===== config.mk =====
export PLATFORM = sky130hd
export DESIGN_NAME = fetch_stage
export DESIGN_NICKNAME = d
export VERILOG_FILES = /design/src/rtl/fetch_stage_pkg.sv /design/src/rtl/fetch_stage_inst_packer.sv /design/src/rtl/fetch_stage.sv
export SDC_FILE = /design/constraint.sdc
export NUM_CORES = 1
export LEC_CHECK = 0
export CAP_MARGIN = 20
export CORE_UTILIZATION = 35
export CTS_CLUSTER_SIZE = 10
export DETAILED_ROUTE_END_ITERATION = 6
export HOLD_SLACK_MARGIN = 0.06
export PLACE_DENSITY = 0.78
export RECOVER_POWER = 25
export SYNTH_ARGS = -nofsm -noshare
export SYNTH_HDL_FRONTEND = slang
export SYNTH_HIERARCHICAL = 1
export SYNTH_SLANG_ARGS = --single-unit

===== constraint.sdc =====
create_clock -name i_clk -period 3.59 [get_ports i_clk]
set_clock_uncertainty 0.2 [all_clocks]
set_input_delay 0.359 -clock i_clk [delete_from_list [all_inputs] [get_ports i_clk]]
set_output_delay 0.359 -clock i_clk [all_outputs]
set_load 0.01 [all_outputs]

===== src/rtl/fetch_stage_pkg.sv =====
// Shared definitions for the RV32I fetch front end.
// Holds the bubble instruction encoding, the opcode field values (inst[6:2])
// used by decode and trace tooling, the fetch FSM state encoding, and the
// layout of the 24-bit decode packet that is handed to the pipeline controller.
package fetch_stage_pkg;

    // addi x0,x0,0 : the canonical bubble word
    localparam logic [31:0] NOP_WORD = 32'h0000_0013;

    // Opcode field values as they appear in inst[6:2]
    localparam logic [4:0] OP_R_TYPE = 5'b01100;
    localparam logic [4:0] OP_IMME   = 5'b00100;
    localparam logic [4:0] OP_LOAD   = 5'b00000;
    localparam logic [4:0] OP_STORE  = 5'b01000;
    localparam logic [4:0] OP_BRANCH = 5'b11000;
    localparam logic [4:0] OP_JAL    = 5'b11011;
    localparam logic [4:0] OP_JALR   = 5'b11001;
    localparam logic [4:0] OP_LUI    = 5'b01101;
    localparam logic [4:0] OP_AUIPC  = 5'b00101;

    typedef enum logic [1:0] {
        IDLE = 2'd0,
        RUN  = 2'd1,
        TRAP = 2'd2
    } fetchState_t;

    // Decode packet, most significant field first
    typedef struct packed {
        logic       funct7b5;
        logic [4:0] rs2;
        logic [4:0] rs1;
        logic [2:0] funct3;
        logic [4:0] rd;
        logic [4:0] opcode;
    } dPacket_t;

endpackage


===== src/rtl/fetch_stage_inst_packer.sv =====
// inst_packer: pure bit slicing of a 32-bit RV32I instruction into the
// 24-bit decode packet {inst[30],rs2,rs1,funct3,rd,inst[6:2]}.
// Ports:
//   i_inst    in  32  instruction word
//   o_packet  out 24  packed decode fields
module inst_packer
    import fetch_stage_pkg::*;
(
    input  logic [31:0] i_inst,
    output logic [23:0] o_packet
);

    dPacket_t w_packet;

    // Bits 31, 29:25 and 1:0 carry nothing decode needs beyond funct7[5]
    // and the opcode; they are deliberately dropped.
    logic w_unusedBits;
    assign w_unusedBits = ^{i_inst[31], i_inst[29:25], i_inst[1:0]};

    always_comb begin
        w_packet          = '0;
        w_packet.funct7b5 = i_inst[30];
        w_packet.rs2      = i_inst[24:20];
        w_packet.rs1      = i_inst[19:15];
        w_packet.funct3   = i_inst[14:12];
        w_packet.rd       = i_inst[11:7];
        w_packet.opcode   = i_inst[6:2];
    end

    assign o_packet = w_packet;

endmodule


===== src/rtl/fetch_stage.sv =====
// fetch_stage: PC register, IF/ID register and decode-packet packer for the
// 5-stage RV32I pipeline. One cycle after reset the FSM starts fetching at
// RESET_PC; each accepted word appears on D_inst one cycle later. A redirect
// from execute squashes the D slot; a redirect to a target with bit 1 set
// latches a sticky misalignment trap and freezes fetch until reset.
// Ports:
//   i_clk            in   1   clock
//   i_rst            in   1   asynchronous active-high reset
//   i_stall          in   1   hold PC and IF/ID
//   i_next_pc_sel    in   1   1 = sequential, 0 = redirect to i_jb_pc
//   i_jb_pc          in   32  redirect target
//   o_im_addr        out  32  instruction-memory byte address
//   i_im_rdata       in   32  instruction word at o_im_addr
//   o_D_inst         out  32  IF/ID instruction
//   o_D_pc           out  32  PC of o_D_inst
//   o_D_valid        out  1   o_D_inst is a real instruction
//   o_D_out          out  24  decode packet of o_D_inst
//   o_trap_misalign  out  1   sticky misaligned-target trap
module fetch_stage
    import fetch_stage_pkg::*;
#(
    parameter logic [31:0] RESET_PC = 32'h0000_0000,
    parameter logic [31:0] NOP_INST = NOP_WORD
) (
    input  logic        i_clk,
    input  logic        i_rst,
    input  logic        i_stall,
    input  logic        i_next_pc_sel,
    input  logic [31:0] i_jb_pc,
    output logic [31:0] o_im_addr,
    input  logic [31:0] i_im_rdata,
    output logic [31:0] o_D_inst,
    output logic [31:0] o_D_pc,
    output logic        o_D_valid,
    output logic [23:0] o_D_out,
    output logic        o_trap_misalign
);

    fetchState_t r_state;
    logic [31:0] r_pc;
    logic [31:0] r_dInst;
    logic [31:0] r_dPc;
    logic        r_dValid;
    logic        r_trap;

    fetchState_t w_nextState;
    logic [31:0] w_nextPc;
    logic [31:0] w_nextDInst;
    logic [31:0] w_nextDPc;
    logic        w_nextDValid;
    logic        w_nextTrap;

    // Target bit 0 is cleared by JALR semantics, so it never matters here.
    logic w_unusedJbBit;
    assign w_unusedJbBit = i_jb_pc[0];

    always_ff @(posedge i_clk or posedge i_rst) begin
        if (i_rst) begin
            r_state  <= IDLE;
            r_pc     <= RESET_PC;
            r_dInst  <= NOP_INST;
            r_dPc    <= 32'd0;
            r_dValid <= 1'b0;
            r_trap   <= 1'b0;
        end else begin
            r_state  <= w_nextState;
            r_pc     <= w_nextPc;
            r_dInst  <= w_nextDInst;
            r_dPc    <= w_nextDPc;
            r_dValid <= w_nextDValid;
            r_trap   <= w_nextTrap;
        end
    end

    // Redirect outranks stall: an instruction stalled in D during a taken
    // redirect is on the wrong path and must be squashed anyway.
    always_comb begin
        w_nextState  = r_state;
        w_nextPc     = r_pc;
        w_nextDInst  = r_dInst;
        w_nextDPc    = r_dPc;
        w_nextDValid = r_dValid;
        w_nextTrap   = r_trap;
        unique case (r_state)
            IDLE: begin
                w_nextState = RUN;
            end
            RUN: begin
                if (!i_next_pc_sel) begin
                    w_nextDInst  = NOP_INST;
                    w_nextDValid = 1'b0;
                    if (i_jb_pc[1]) begin
                        w_nextState = TRAP;
                        w_nextTrap  = 1'b1;
                    end else begin
                        w_nextPc = {i_jb_pc[31:2], 2'b00};
                    end
                end else if (!i_stall) begin
                    w_nextPc     = r_pc + 32'd4;
                    w_nextDInst  = i_im_rdata;
                    w_nextDPc    = r_pc;
                    w_nextDValid = 1'b1;
                end
            end
            TRAP: begin
                w_nextDInst  = NOP_INST;
                w_nextDValid = 1'b0;
            end
            default: begin
                w_nextState = IDLE;
            end
        endcase
    end

    inst_packer u_packer (
        .i_inst   (r_dInst),
        .o_packet (o_D_out)
    );

    assign o_im_addr       = r_pc;
    assign o_D_inst        = r_dInst;
    assign o_D_pc          = r_dPc;
    assign o_D_valid       = r_dValid;
    assign o_trap_misalign = r_trap;

endmodule


==> results.tsv <==
metric	value	unit
switching part of the total	34.4	%
post-route ant nets	0	
final std cells w/o fill	815	
max-cap violations	0	
CTS resizes	0	
crit path cell chain	nor2b_1 > nand3b_1 > or4_1 > a211oi_1	
Crit Path Category	register to register	
setup TNS	0	ps
CTS Buffer Depth	2	
NetSw	1.69	mW
core area	12800	um^2
Avg WL per Cell	16.3	um
Mapped Cells	493	
postcts setup bufs	0	
grt ovf	0	
worst-skew pair later-pin latency	340	ps
Static Leakage	2.87	nW
Final Hold Fails	0	
Unique masters post-synth	48	
Rows	41	
register area share after synthesis	52.0	%
total design power	4.91	mW
post-synthesis mux area share	0.703	%
final setup fails	0	
vias in the first global route	3946	
pin count of the biggest net entering global routing	97	
Synthesis Warnings	6	
P_int	3.22	mW
Async SR Flop Fraction	100	%
Synth Flop Type	dfrtp_1	
dpl cells	799	
H-tree levels	3	
fill count	1129	
Die W	117	um
Post-Synth Simple-Gate Area	21.5	%
Critical Path Fanout Max	16	
Slew headroom	49.0	%
CTS Buf Count	9	
Hold Path Class	input port to register	
sequential group share of total power	38.0	%
layout cells sized above 1	6.69	%
ANT cells	0	
most frequent cells in the layout	182 x clkdlybuf4s50_1, 120 x nand2_1, 93 x dfrtp_1	
xor/xnor share of the synthesized area	0	%
most common cell after layout, fill and taps aside	clkdlybuf4s50_1	
RePlAce Congestion	0.803	
Pins Over Slew Limit	0	
detailed placer's ending HPWL	9.03	mm
CTS tree	yes	
die area	13700	um^2
Startpoint Class	register	
DRT Wirelength	13.3	mm
crit path max-delay cell type	or4_1	
Worst setup EP type	register	
Cell Pwr Density	728	nW/um^2
router iterations before antenna repair	4	
gr usage total	18.9	%
FMAX	0.403	GHz
compound-cell area share of the yosys netlist	17.5	%
clk sinks	96	
drc violations	0	
clock-pin slew on the worst setup and hold paths	70	ps
Via density	5.24	
root buf cell	clkbuf_16	
final core occ	52.8	%
final worst path period share	69.2	%
Final min period	2480	ps
Data required, critical path	3640	ps
reg-to-reg slack, setup	1110	ps
Mapped Area	4620	um^2
DIE HEIGHT	117	um
Post-synth EDFFs	0	
Hold-fix buffers, CTS	0	
area grow syn2layout	46.0	%
IO Count	190	
Avg Cell Area, Syn	9.38	um^2
largest family of logic cells by synthesized area	simple AND/OR/NAND/NOR gates	
Worst Tran Pin Value	765	ps
vias	4273	
Port Buffers	184	
outcome	finished clean	
Worst VDD drop	0.000331	V
RSZ-0062 raised after global routing	false	
critical path's largest stage delay	680	ps
initial antenna violation count	0	
Gate power share	41.2	%
Synth Register Bits	96	
Post-Place Setup Slack	870	ps
Starting Density	36.2	%
first-pass GRT wire length	19.8	mm
Worst Slack Setup Final	1110	ps
Clock Power Share	20.8	%
CP Data Arrival Time	2540	ps
Iteration-0 DRC Markers	346	
synthesized-area fraction occupied by adder cells	0.271	%
nets	707	
sequential cells by signal (all words and copies together) (netlist names):
signal,flops
r_state,2
o_im_addr,30
o_D_pc,30
o_D_inst,32
o_trap_misalign,1
o_D_valid,1
cell families (layout without fill, tap and decap cells):
family | count (synthesis) | count (layout)
DFF | 96 | 96
adders and majority gates | 1 | 1
AOI/OAI and AO/OA | 118 | 118
buffers and inverters | 67 | 214
muxes | 3 | 3
other | 1 | 4
and+or+nand+nor | 207 | 207
final cells by class:
| cell class | count | area [um^2] | share of cell area, % |
|---|---|---|---|
| Multi-Input combinational cell | 333 | 1870 | 27.8 |
| Clock inverter | 6 | 82.6 | 1.22 |
| Sequential cell | 96 | 2410 | 35.6 |
| Clock buffer | 10 | 239 | 3.54 |
| Inverter | 6 | 23.8 | 0.352 |
| Timing Repair Buffer | 192 | 1910 | 28.3 |
| Tap cell | 172 | 215 | 3.19 |
power groups by stage:
| stage | Combinational (mW) | Sequential [mW] | Clock, mW |
|---|---|---|---|
| finish | 2.02 | 1.87 | 1.02 |
| global route | 2.20 | 1.94 | 1.08 |
| floorplan | 0.823 | 1.97 | 0 |
| global placement | 1.99 | 1.86 | 0 |
| CTS | 2.04 | 1.87 | 1.05 |
| detailed placement | 2.03 | 1.88 | 0 |
critical path, delay by kind of cell (launching register included):
family	cells	cell delay, ps
simple gates	3	1490
flops	1	460
compound gates	1	240
final timing paths:
path                                    start  cells after the start            end
worst max-delay path               r_state[1]                      4  o_im_addr[26]
worst min-delay path            i_next_pc_sel                      4    o_D_inst[0]
worst max register to register     r_state[1]                      4  o_im_addr[26]
worst min register to register    o_D_inst[1]                      2    o_D_inst[1]
max in group asynchronous               i_rst                      3  o_im_addr[29]
min in group asynchronous               i_rst                      3      o_D_pc[3]
synth_stat cells, types with 3 or more instances:
library cell  instances  area (um^2)
nand4_1               9         56.3
nor4_1                3         18.8
a22o_1               29          254
and4_1                3         26.3
nand3_1              18         90.1
nand3b_1              4         30.0
dfstp_2               3         78.8
clkbuf_1             28          105
dfrtp_1              93         2330
buf_4                28          210
buf_2                 3         15.0
a21oi_1              34          170
nand2_1             120          450
or4_1                 3         22.5
o21ai_0              14         70.1
and2_1                3         18.8
nor2b_1               4         25.0
nor3b_1               3         22.5
nor2_1               13         48.8
and3_1                5         31.3
nand2b_1              4         25.0
nor3_1                3         15.0
o22ai_1              14         87.6
a2bb2oi_1            14          123
a311oi_1              3         26.3
inv_1                 6         22.5
metrics by stage:
step | area (um^2) | hold WS (ps)
finish | 6750 | 168
floorplan | 4640 | 256
global route | 6750 | 187
detailed placement | 6430 | 255
global placement | 6430 | 248
CTS | 6750 | 153
per-layer routing:
layer	global-route usage (%)	up-vias	part of all wire, %
met5	0	-	0
met4	8.44	0	2.1
met3	4.27	23	8.4
met2	31.8	209	47
met1	23.3	2037	42
li1	-	2004	-
No activity file was read; power rests on OpenSTA's default activity.
